**src/rtl/game_pkg.sv**
```systemverilog
// Shared types and constants for the room sequencer and its neighbours
// (sprite/enemy movers, colour mapper).
package game_pkg;

    typedef enum logic [1:0] {
        PLAY     = 2'd0,
        FADE_OUT = 2'd1,
        SWAP     = 2'd2,
        FADE_IN  = 2'd3
    } room_state_t;

    typedef enum logic {
        DIR_L = 1'b0,
        DIR_R = 1'b1
    } dir_t;

    localparam int SCREEN_W    = 640;
    localparam int SCREEN_H    = 480;
    localparam int NUM_ENEMIES = 3;
    localparam int MAX_ROOMS   = 4;

    // Inclusive unsigned window test used for the door opening.
    function automatic logic in_window(input logic [9:0] v,
                                       input logic [9:0] lo,
                                       input logic [9:0] hi);
        return (v >= lo) && (v <= hi);
    endfunction

endpackage

```
**src/rtl/fade_counter.sv**
```systemverilog
// Saturating up/down fade-level counter; also reused by the colour mapper.
module fade_counter #(
    parameter int MAX_LEVEL = 15
) (
    input  logic       clk,
    input  logic       rst,
    input  logic       inc,
    input  logic       dec,
    output logic [3:0] level,
    output logic       at_max,
    output logic       at_zero
);

    localparam logic [3:0] MAX_L = 4'(MAX_LEVEL);

    logic [3:0] level_q;
    logic [3:0] level_d;

    assign level   = level_q;
    assign at_max  = (level_q == MAX_L);
    assign at_zero = (level_q == 4'd0);

    // Next level: increment wins over decrement; both saturate.
    always_comb begin
        level_d = level_q;
        if (inc && !at_max) begin
            level_d = level_q + 4'd1;
        end else if (dec && !at_zero) begin
            level_d = level_q - 4'd1;
        end else begin
            level_d = level_q;
        end
    end

    // Level register with synchronous reset.
    always_ff @(posedge clk) begin
        if (rst) begin
            level_q <= 4'd0;
        end else begin
            level_q <= level_d;
        end
    end

endmodule

```
**src/rtl/room_sequencer.sv**
```systemverilog
// Room-to-room transition sequencer: edge-exit detection, fade out/in, room swap
// with player reposition, and per-room sticky enemy kills. Optional macro LOCKED_DOORS_EN.
module room_sequencer
    import game_pkg::*;
#(
    parameter int NUM_ROOMS  = 4,
    parameter int EDGE_R_X   = 590,
    parameter int EDGE_L_X   = 40,
    parameter int ENTRY_L_X  = 60,
    parameter int ENTRY_R_X  = 560,
    parameter int ENTRY_Y    = 230,
    parameter int DOOR_Y_MIN = 180,
    parameter int DOOR_Y_MAX = 300,
    parameter int FADE_STEPS = 16
) (
    input  logic       frame_clk,
    input  logic       Reset,
    input  logic [9:0] player_x,
    input  logic [9:0] player_y,
    input  logic [2:0] enemy_dead,
    output logic [1:0] room_idx,
    output logic       freeze,
    output logic       load_pos,
    output logic [9:0] load_x,
    output logic [9:0] load_y,
    output logic [3:0] fade_level,
    output logic [2:0] enemy_enable,
    output logic       room_cleared
);

    localparam logic [1:0] LAST_ROOM = 2'(NUM_ROOMS - 1);

    room_state_t state_q, state_d;
    dir_t        dir_q, dir_d;
    logic [1:0]  room_q, room_d;
    logic [9:0]  load_x_q, load_x_d;
    logic [9:0]  load_y_q, load_y_d;
    logic [MAX_ROOMS-1:0][NUM_ENEMIES-1:0] killed_q, killed_d;

    logic       fade_inc_s;
    logic       fade_dec_s;
    logic       fade_at_max_s;
    logic       fade_at_zero_s;
    logic [3:0] fade_level_s;
    logic       in_door_s;
    logic       right_exit_s;
    logic       left_exit_s;
    logic       cleared_s;

    fade_counter #(
        .MAX_LEVEL (FADE_STEPS - 1)
    ) u_fade (
        .clk     (frame_clk),
        .rst     (Reset),
        .inc     (fade_inc_s),
        .dec     (fade_dec_s),
        .level   (fade_level_s),
        .at_max  (fade_at_max_s),
        .at_zero (fade_at_zero_s)
    );

    assign cleared_s = &killed_q[room_q];
    assign in_door_s = in_window(player_y, 10'(DOOR_Y_MIN), 10'(DOOR_Y_MAX));

`ifdef LOCKED_DOORS_EN
    assign right_exit_s = (player_x > 10'(EDGE_R_X)) && in_door_s
                          && (room_q < LAST_ROOM) && cleared_s;
`else
    assign right_exit_s = (player_x > 10'(EDGE_R_X)) && in_door_s
                          && (room_q < LAST_ROOM);
`endif
    assign left_exit_s  = (player_x < 10'(EDGE_L_X)) && in_door_s
                          && (room_q != 2'd0);

    // Next-state, room swap and kill bookkeeping.
    always_comb begin
        state_d    = state_q;
        dir_d      = dir_q;
        room_d     = room_q;
        load_x_d   = load_x_q;
        load_y_d   = load_y_q;
        killed_d   = killed_q;
        fade_inc_s = 1'b0;
        fade_dec_s = 1'b0;
        case (state_q)
            PLAY: begin
                killed_d[room_q] = killed_q[room_q] | enemy_dead;
                if (right_exit_s) begin
                    state_d    = FADE_OUT;
                    dir_d      = DIR_R;
                    fade_inc_s = 1'b1;
                end else if (left_exit_s) begin
                    state_d    = FADE_OUT;
                    dir_d      = DIR_L;
                    fade_inc_s = 1'b1;
                end else begin
                    state_d = PLAY;
                end
            end
            FADE_OUT: begin
                if (fade_at_max_s) begin
                    state_d  = SWAP;
                    load_y_d = 10'(ENTRY_Y);
                    if (dir_q == DIR_R) begin
                        room_d   = room_q + 2'd1;
                        load_x_d = 10'(ENTRY_L_X);
                    end else begin
                        room_d   = room_q - 2'd1;
                        load_x_d = 10'(ENTRY_R_X);
                    end
                end else begin
                    fade_inc_s = 1'b1;
                end
            end
            // Level stays at black across SWAP and the first FADE_IN frame.
            SWAP: begin
                state_d = FADE_IN;
            end
            FADE_IN: begin
                if (fade_at_zero_s) begin
                    state_d = PLAY;
                end else begin
                    fade_dec_s = 1'b1;
                end
            end
            default: begin
                state_d = PLAY;
            end
        endcase
    end

    // Sequencer state registers with synchronous reset.
    always_ff @(posedge frame_clk) begin
        if (Reset) begin
            state_q  <= PLAY;
            dir_q    <= DIR_R;
            room_q   <= 2'd0;
            load_x_q <= 10'(ENTRY_L_X);
            load_y_q <= 10'(ENTRY_Y);
            killed_q <= '0;
        end else begin
            state_q  <= state_d;
            dir_q    <= dir_d;
            room_q   <= room_d;
            load_x_q <= load_x_d;
            load_y_q <= load_y_d;
            killed_q <= killed_d;
        end
    end

    assign room_idx     = room_q;
    assign freeze       = (state_q != PLAY);
    assign load_pos     = (state_q == SWAP);
    assign load_x       = load_x_q;
    assign load_y       = load_y_q;
    assign fade_level   = fade_level_s;
    assign enemy_enable = (state_q == PLAY) ? ~killed_q[room_q] : 3'b000;
    assign room_cleared = cleared_s;

endmodule

```
**config.mk**
```make
export PLATFORM = sky130hd
export DESIGN_NAME = room_sequencer
export DESIGN_NICKNAME = d
export VERILOG_FILES = /design/src/rtl/game_pkg.sv /design/src/rtl/fade_counter.sv /design/src/rtl/room_sequencer.sv
export SDC_FILE = /design/constraint.sdc
export NUM_CORES = 1
export LEC_CHECK = 0
export CAP_MARGIN = 20
export CORE_MARGIN = 1
export CORE_UTILIZATION = 44
export DETAILED_ROUTE_END_ITERATION = 6
export PLACE_DENSITY = 0.89
export SLEW_MARGIN = 40
export SYNTH_ARGS = -nofsm -noshare
export SYNTH_HDL_FRONTEND = slang
export SYNTH_SLANG_ARGS = --single-unit
```
**constraint.sdc**
```tcl
create_clock -name frame_clk -period 4.3 [get_ports frame_clk]
set_input_delay 0.645 -clock frame_clk [delete_from_list [all_inputs] [get_ports frame_clk]]
set_output_delay 0.645 -clock frame_clk [all_outputs]
set_load 0.01 [all_outputs]
```
# Word-level counts from Yosys, hierarchy flattened
# Index checks and enable logic that the tools add are counted.
[classes]
order_cmp = 7
n_addsub = 4
n_eq_ne = 6
n_reduce_logical = 20
n_mux = 23
bitwise = 2
[op_table]
columns = ["op", "count"]
rows = [
  ["$bwmux W12", 1],
  ["$ge A10 B8 Y1 const B", 1],
  ["$gt A10 B10 Y1 const B", 1],
  ["$le A10 B9 Y1 const B", 1],
  ["$lt A10 B6 Y1 const B", 1],
  ["$mux W10", 1],
  ["$mux W1", 9],
  ["$mux W3", 3],
  ["$logic_and A1 B1 Y1", 8],
  ["$mux W4", 2],
  ["$pmux W2 S4", 1],
  ["$reduce_bool A2 Y1", 4],
  ["$bmux W3 S2", 1],
  ["$demux W3 S2", 1],
  ["$mux W2", 3],
  ["$reduce_and A2 Y1", 3],
  ["$add A4 B1 Y4 const B", 1],
  ["$eq A2 B2 Y1 const B", 2],
  ["$eq A4 B4 Y1 const B", 1],
  ["$logic_not A4 Y1", 1],
  ["$ne A2 B1 Y1 const B", 2],
  ["$sub A4 B1 Y4 const B", 1],
  ["$lt A2 B3 Y1 const B", 1],
  ["$not A3 Y3", 1],
  ["other kinds (10)", 11],
]
[word_totals]
out_inout_bits = 32
register_bits = 31
input_bits = 25

# Logic depth before layout (Yosys ltp)
[depth]
depth_word = 9
ltp_mapped = 12
mapped_depth_nobuf = 12

# Cells and area by module
# From an unflattened synthesis, not the netlist that was laid out.
[hier_totals]
cells_unflattened = 159
hier_area_um2 = 1425.1
[by_module_without_submodules]
columns = ["mod", "area_per_inst_um2", "n_inst", "cells_each"]
rows = [
  ["room_sequencer", 1142.3, 1, 131],
  ["fade_counter", 282.8, 1, 28],
]

# Worst setup path before layout
# Ideal clock, no wire load.
[synth_path]
path_type = "in2reg"
startpoint = "input player_x[8]"
endpoint = "register u_fade.level_q[3], in the netlist u_fade.level[3]"
cell_stages = 11
n_path_buf = 0
path_slack_ps = 983
setup_ps = 123
arrival_time_ps = 3194
t_required_ps = 4177
cell_sequence = "or3_4 > or4b_4 > a22o_4 > or2b_1 > nand2_1 > ha_1 > a21oi_1 > and3_1 > a22oi_1 > mux2i_1 > mux2_1"
[synth_via]
elab_chain_len = 8
[synth_rtl]
columns = ["element", "line", "source"]
rows = [
  ["start: declaration", "room_sequencer.sv:18", "input logic [9:0] player_x,"],
  ["$lt A10 B6 Y1", "room_sequencer.sv:72", "assign left_exit_s = (player_x < 10'(EDGE_L_X)) && in_door_s"],
  ["$logic_and A1 B1 Y1", "room_sequencer.sv:72", ""],
  ["$logic_and A1 B1 Y1", "room_sequencer.sv:73", "&& (room_q != 2'd0);"],
  ["$mux W1", "room_sequencer.sv:92", "end else if (left_exit_s) begin"],
  ["$mux W1 (*)", "room_sequencer.sv:88", "if (right_exit_s) begin"],
  ["$pmux W1 S2 (*)", "room_sequencer.sv:85", "case (state_q)"],
  ["$logic_and A1 B1 Y1 (*)", "fade_counter.sv:26", "if (inc && !at_max) begin"],
  ["$mux W4 / $reduce_bool A2 Y1 (equally long branches)", "-", ""],
  ["end signal: assignment", "fade_counter.sv:40", "level_q <= level_d;"],
  ["end: declaration", "fade_counter.sv:16", "logic [3:0] level_q;"],
]
# Mark *: on every way between the ends. The rest lies on a longest branch, timed or not.
# A chain may end at the register's enable or synchronous reset.

# Worst setup path after layout
# Ends and elaborated chain as after synthesis.

==> impl_results.md <==
* Outcome: finished, final reports clean
* Largest net degree at the start of global routing at 28
* Initial antenna violation count at 0
* CP endpoint: u_fade.level[3]
* Pre-CTS setup slack at roughly 0.38 ns
* Crit path depth at 12
* Setup Buffers After CTS at 0
* Max-slew violation total from the final report at 0
* Final setup fails at 0
* H-Tree Depth at 1
* Antenna-violating nets left at 0
* Start point of the critical path: player_x[8]
* Number of antenna repair diodes at 0
* Delay-heaviest family, CP: simple AND/OR/NAND/NOR gates
* DP Wirelength at roughly 2.3 mm
* RePlAce Congestion at slightly below 0.8
* Resize count post-CTS at 0
* CP Cell Sequence: clkdlybuf4s50_1, or3_4, or4b_4, a22o_4, or2b_1, nand2_1, ha_1, a21oi_1, and3_1, a22oi_1, mux2i_1, mux2_1
* R2R setup slack at ~1.1 ns
* DRC Markers at 0
* Clk slew on worst S/H paths at approximately 0.13 ns
* Total Routing Usage GR at 0.176
* Synth cell types at 43
* Fmax at around 280 MHz
* Clk buf depth at 2
* Final core occ at 0.590
* Unrepaired setup endpoints after global routing: no
* Fin Setup TNS at 0 ns
* Post-route cell area at between 1500 and 2000 um2
* Hold Vio Cnt, Final at 0
* Peak VDD IR at 95.4 uV
* Chip width at ~60 um
* Vias per cell at 5.17
* Vias in the first global route at 1126
* WS Path Type: primary input to flip-flop
* CTS tree: yes
* WP buf/inv at 1
* Sequential area share after synthesis at 0.312
* Worst slew margin at 0.512
* First-pass GRT wire length at 4.85 mm
* Hold Path Class: flip-flop to flip-flop
* Layout Skew at between 0.0015 and 0.002 ns
* Share of flip-flops with an asynchronous set or reset at 0
* Cells on worst reg2reg path at 11
* RR Endpoint: u_fade.level[3]
* Setup ws final at ~0.7 ns
* Critical R2R Launch: room_idx[0]
* Drt initial violations at 33
* FP Rows at 20
* FILL cells at ~260
* Crit path DAT at 3.81 ns
* Ports at 57
* Fin nets at 236
* Area Growth Syn to Fin at 24.8%
* DR vias at ~1300
* Wire per inst at between 10 and 15 um
* Startpoint Class: primary input
* Die H at around 60 um
* Worst Setup End Kind: flip-flop
* Area occupied by multi-input gates at between 800 and 900 um2
* Max Cap Viol at 0
* Min Tclk post-route at 3.59 ns
* Final period util at 0.835
* Slew @ Worst Pin at roughly 0.73 ns
* Clock net sink count at 23
* Total CTS buffers at 3
* Placed Area at 1820 um2
* Worst skew pair latency at between 0.3 and 0.4 ns
* Number of flops mapped to enable cells by yosys at 0
* Cell area power density at around 250 nW/um2
* Share of cells above drive strength 1 at 0.0743
* Core box area at around 3100 um2
* Critical Path RT at roughly 4.5 ns
* Synth Area per Inst at 8.80 um2
* Initial core utilization at 0.472
* Post-Route WL at 3.08 mm
* Synthesis Warnings at 0
* Yosys reg bits at 23
* Slowest-stage cell, CP: or4b_4
* Critical path fanouts, max at 4
* DR pass1 iterations at 4
* Post-Syn Instances at ~170
* CTS Hold Bufs at 0
* Final hold slack at between 0.5 and 0.6 ns
* Cell Area, Synth at 1480 um2
* Register area at 460 um2
* Worst path max stage delay at 0.51 ns
* Total die area at 3590 um2
* Main synth FF type: dfxtp_1
* Leak Pwr at about 0.0007 uW
* Port Buffers at 39
* Grt total ovfl at 0
* Clock root cell: clkbuf_4
[worst reg2reg max path, delay by kind of cell (launching register included)]
family                     cells  cell delay, ns
AOI/OAI and AO/OA              3            0.56
muxes                          2            0.49
and+or+nand+nor                5            1.11
DFF                            1            0.65
adders and majority gates      1            0.35
[worst min-delay path by stage]
| stage | slack [ns] | endpoint | depth (start not counted) | from |
|---|---|---|---|---|
| final | 0.51 | killed_q[5] | 2 | killed_q[5] |
| after floorplan | 0.48 | killed_q[3] | 2 | killed_q[3] |
| after detailed placement | 0.49 | killed_q[3] | 2 | killed_q[3] |
| after CTS | 0.51 | killed_q[3] | 2 | killed_q[3] |
| after global routing | 0.52 | killed_q[3] | 2 | killed_q[3] |
| after global placement | 0.48 | load_x[9] | 2 | load_x[9] |
[Yosys cell counts, types with 4 or more instances]
| cell | n | area share |
|---|---|---|
| ha_1 | 7 | 0.059 |
| a21oi_1 | 8 | 0.027 |
| a211oi_1 | 13 | 0.066 |
| o21ai_0 | 4 | 0.014 |
| clkbuf_1 | 4 | 0.010 |
| buf_4 | 18 | 0.091 |
| nand2_1 | 5 | 0.013 |
| inv_1 | 5 | 0.013 |
| nor2_1 | 29 | 0.074 |
| dfxtp_1 | 23 | 0.31 |
[cells in the final DEF, fill, tap and decap left out, types with 2 or more instances in the layout]
| cell type | count |
|---|---|
| nand2_1 | 5 |
| a21oi_1 | 8 |
| and3_1 | 3 |
| nand2b_1 | 2 |
| conb_1 | 17 |
| o21bai_1 | 2 |
| a211oi_1 | 13 |
| mux2_2 | 2 |
| inv_1 | 5 |
| nand4_1 | 2 |
| nor2_1 | 29 |
| clkdlybuf4s50_1 | 38 |
| nor2b_1 | 3 |
| o2111ai_1 | 3 |
| dfxtp_1 | 23 |
| mux2i_1 | 3 |
| nand3_1 | 2 |
| o21ai_0 | 4 |
| and4_1 | 2 |
| mux4_2 | 3 |
| xor2_1 | 2 |
| ha_1 | 7 |
| clkbuf_4 | 3 |
[metal layers]
metal / up-vias / share of wire / track usage
li1: 634 / - / -
met1: 586 / 0.45 / 0.222
met2: 49 / 0.48 / 0.310
met3: 4 / 0.059 / 0.0195
met4: 0 / 0.015 / 0.0598
met5: - / 0 / 0
[area by class of cell]
cell class	count	share of cell area
repair buffers	39	0.209
flip-flops and latches	23	0.250
well taps	44	0.0299
inverters	5	0.0102
multi-input cells	131	0.486
clock inverters	1	0.00271
clock buffers	3	0.0122
[power breakdown]
group	internal, uW	total (uW)	switching [uW]	leakage [uW]
sequential	221	230	9.02	0.000187
combinational	65.2	124	58.5	0.000517
clock	34.8	103	68.4	0.0000177
[state kept, by name, indices dropped and copies added, names as in the netlist]
signal	flops
dir_q	1
killed_q	12
room_idx	2
load_x	2
state_q	2
u_fade.level	4
[metrics by stage]
| step | std cells | total power, uW |
|---|---|---|
| final | 246 | 457 |
| after global routing | 246 | 480 |
| after CTS | 246 | 460 |
| after detailed placement | 242 | 359 |
| after global placement | 242 | 356 |
| after floorplan | 183 | 314 |
[kinds of logic after synthesis]
| logic type | synth area share |
|---|---|
| and+or+nand+nor | 0.197 |
| AOI/OAI and AO/OA | 0.187 |
| buffers and inverters | 0.119 |
| DFF | 0.312 |
| muxes | 0.0889 |
| adders and majority gates | 0.0728 |
| xor gates and xnor gates | 0.0178 |
| other | 0.00508 |
No activity file was read; power rests on OpenSTA's default activity.
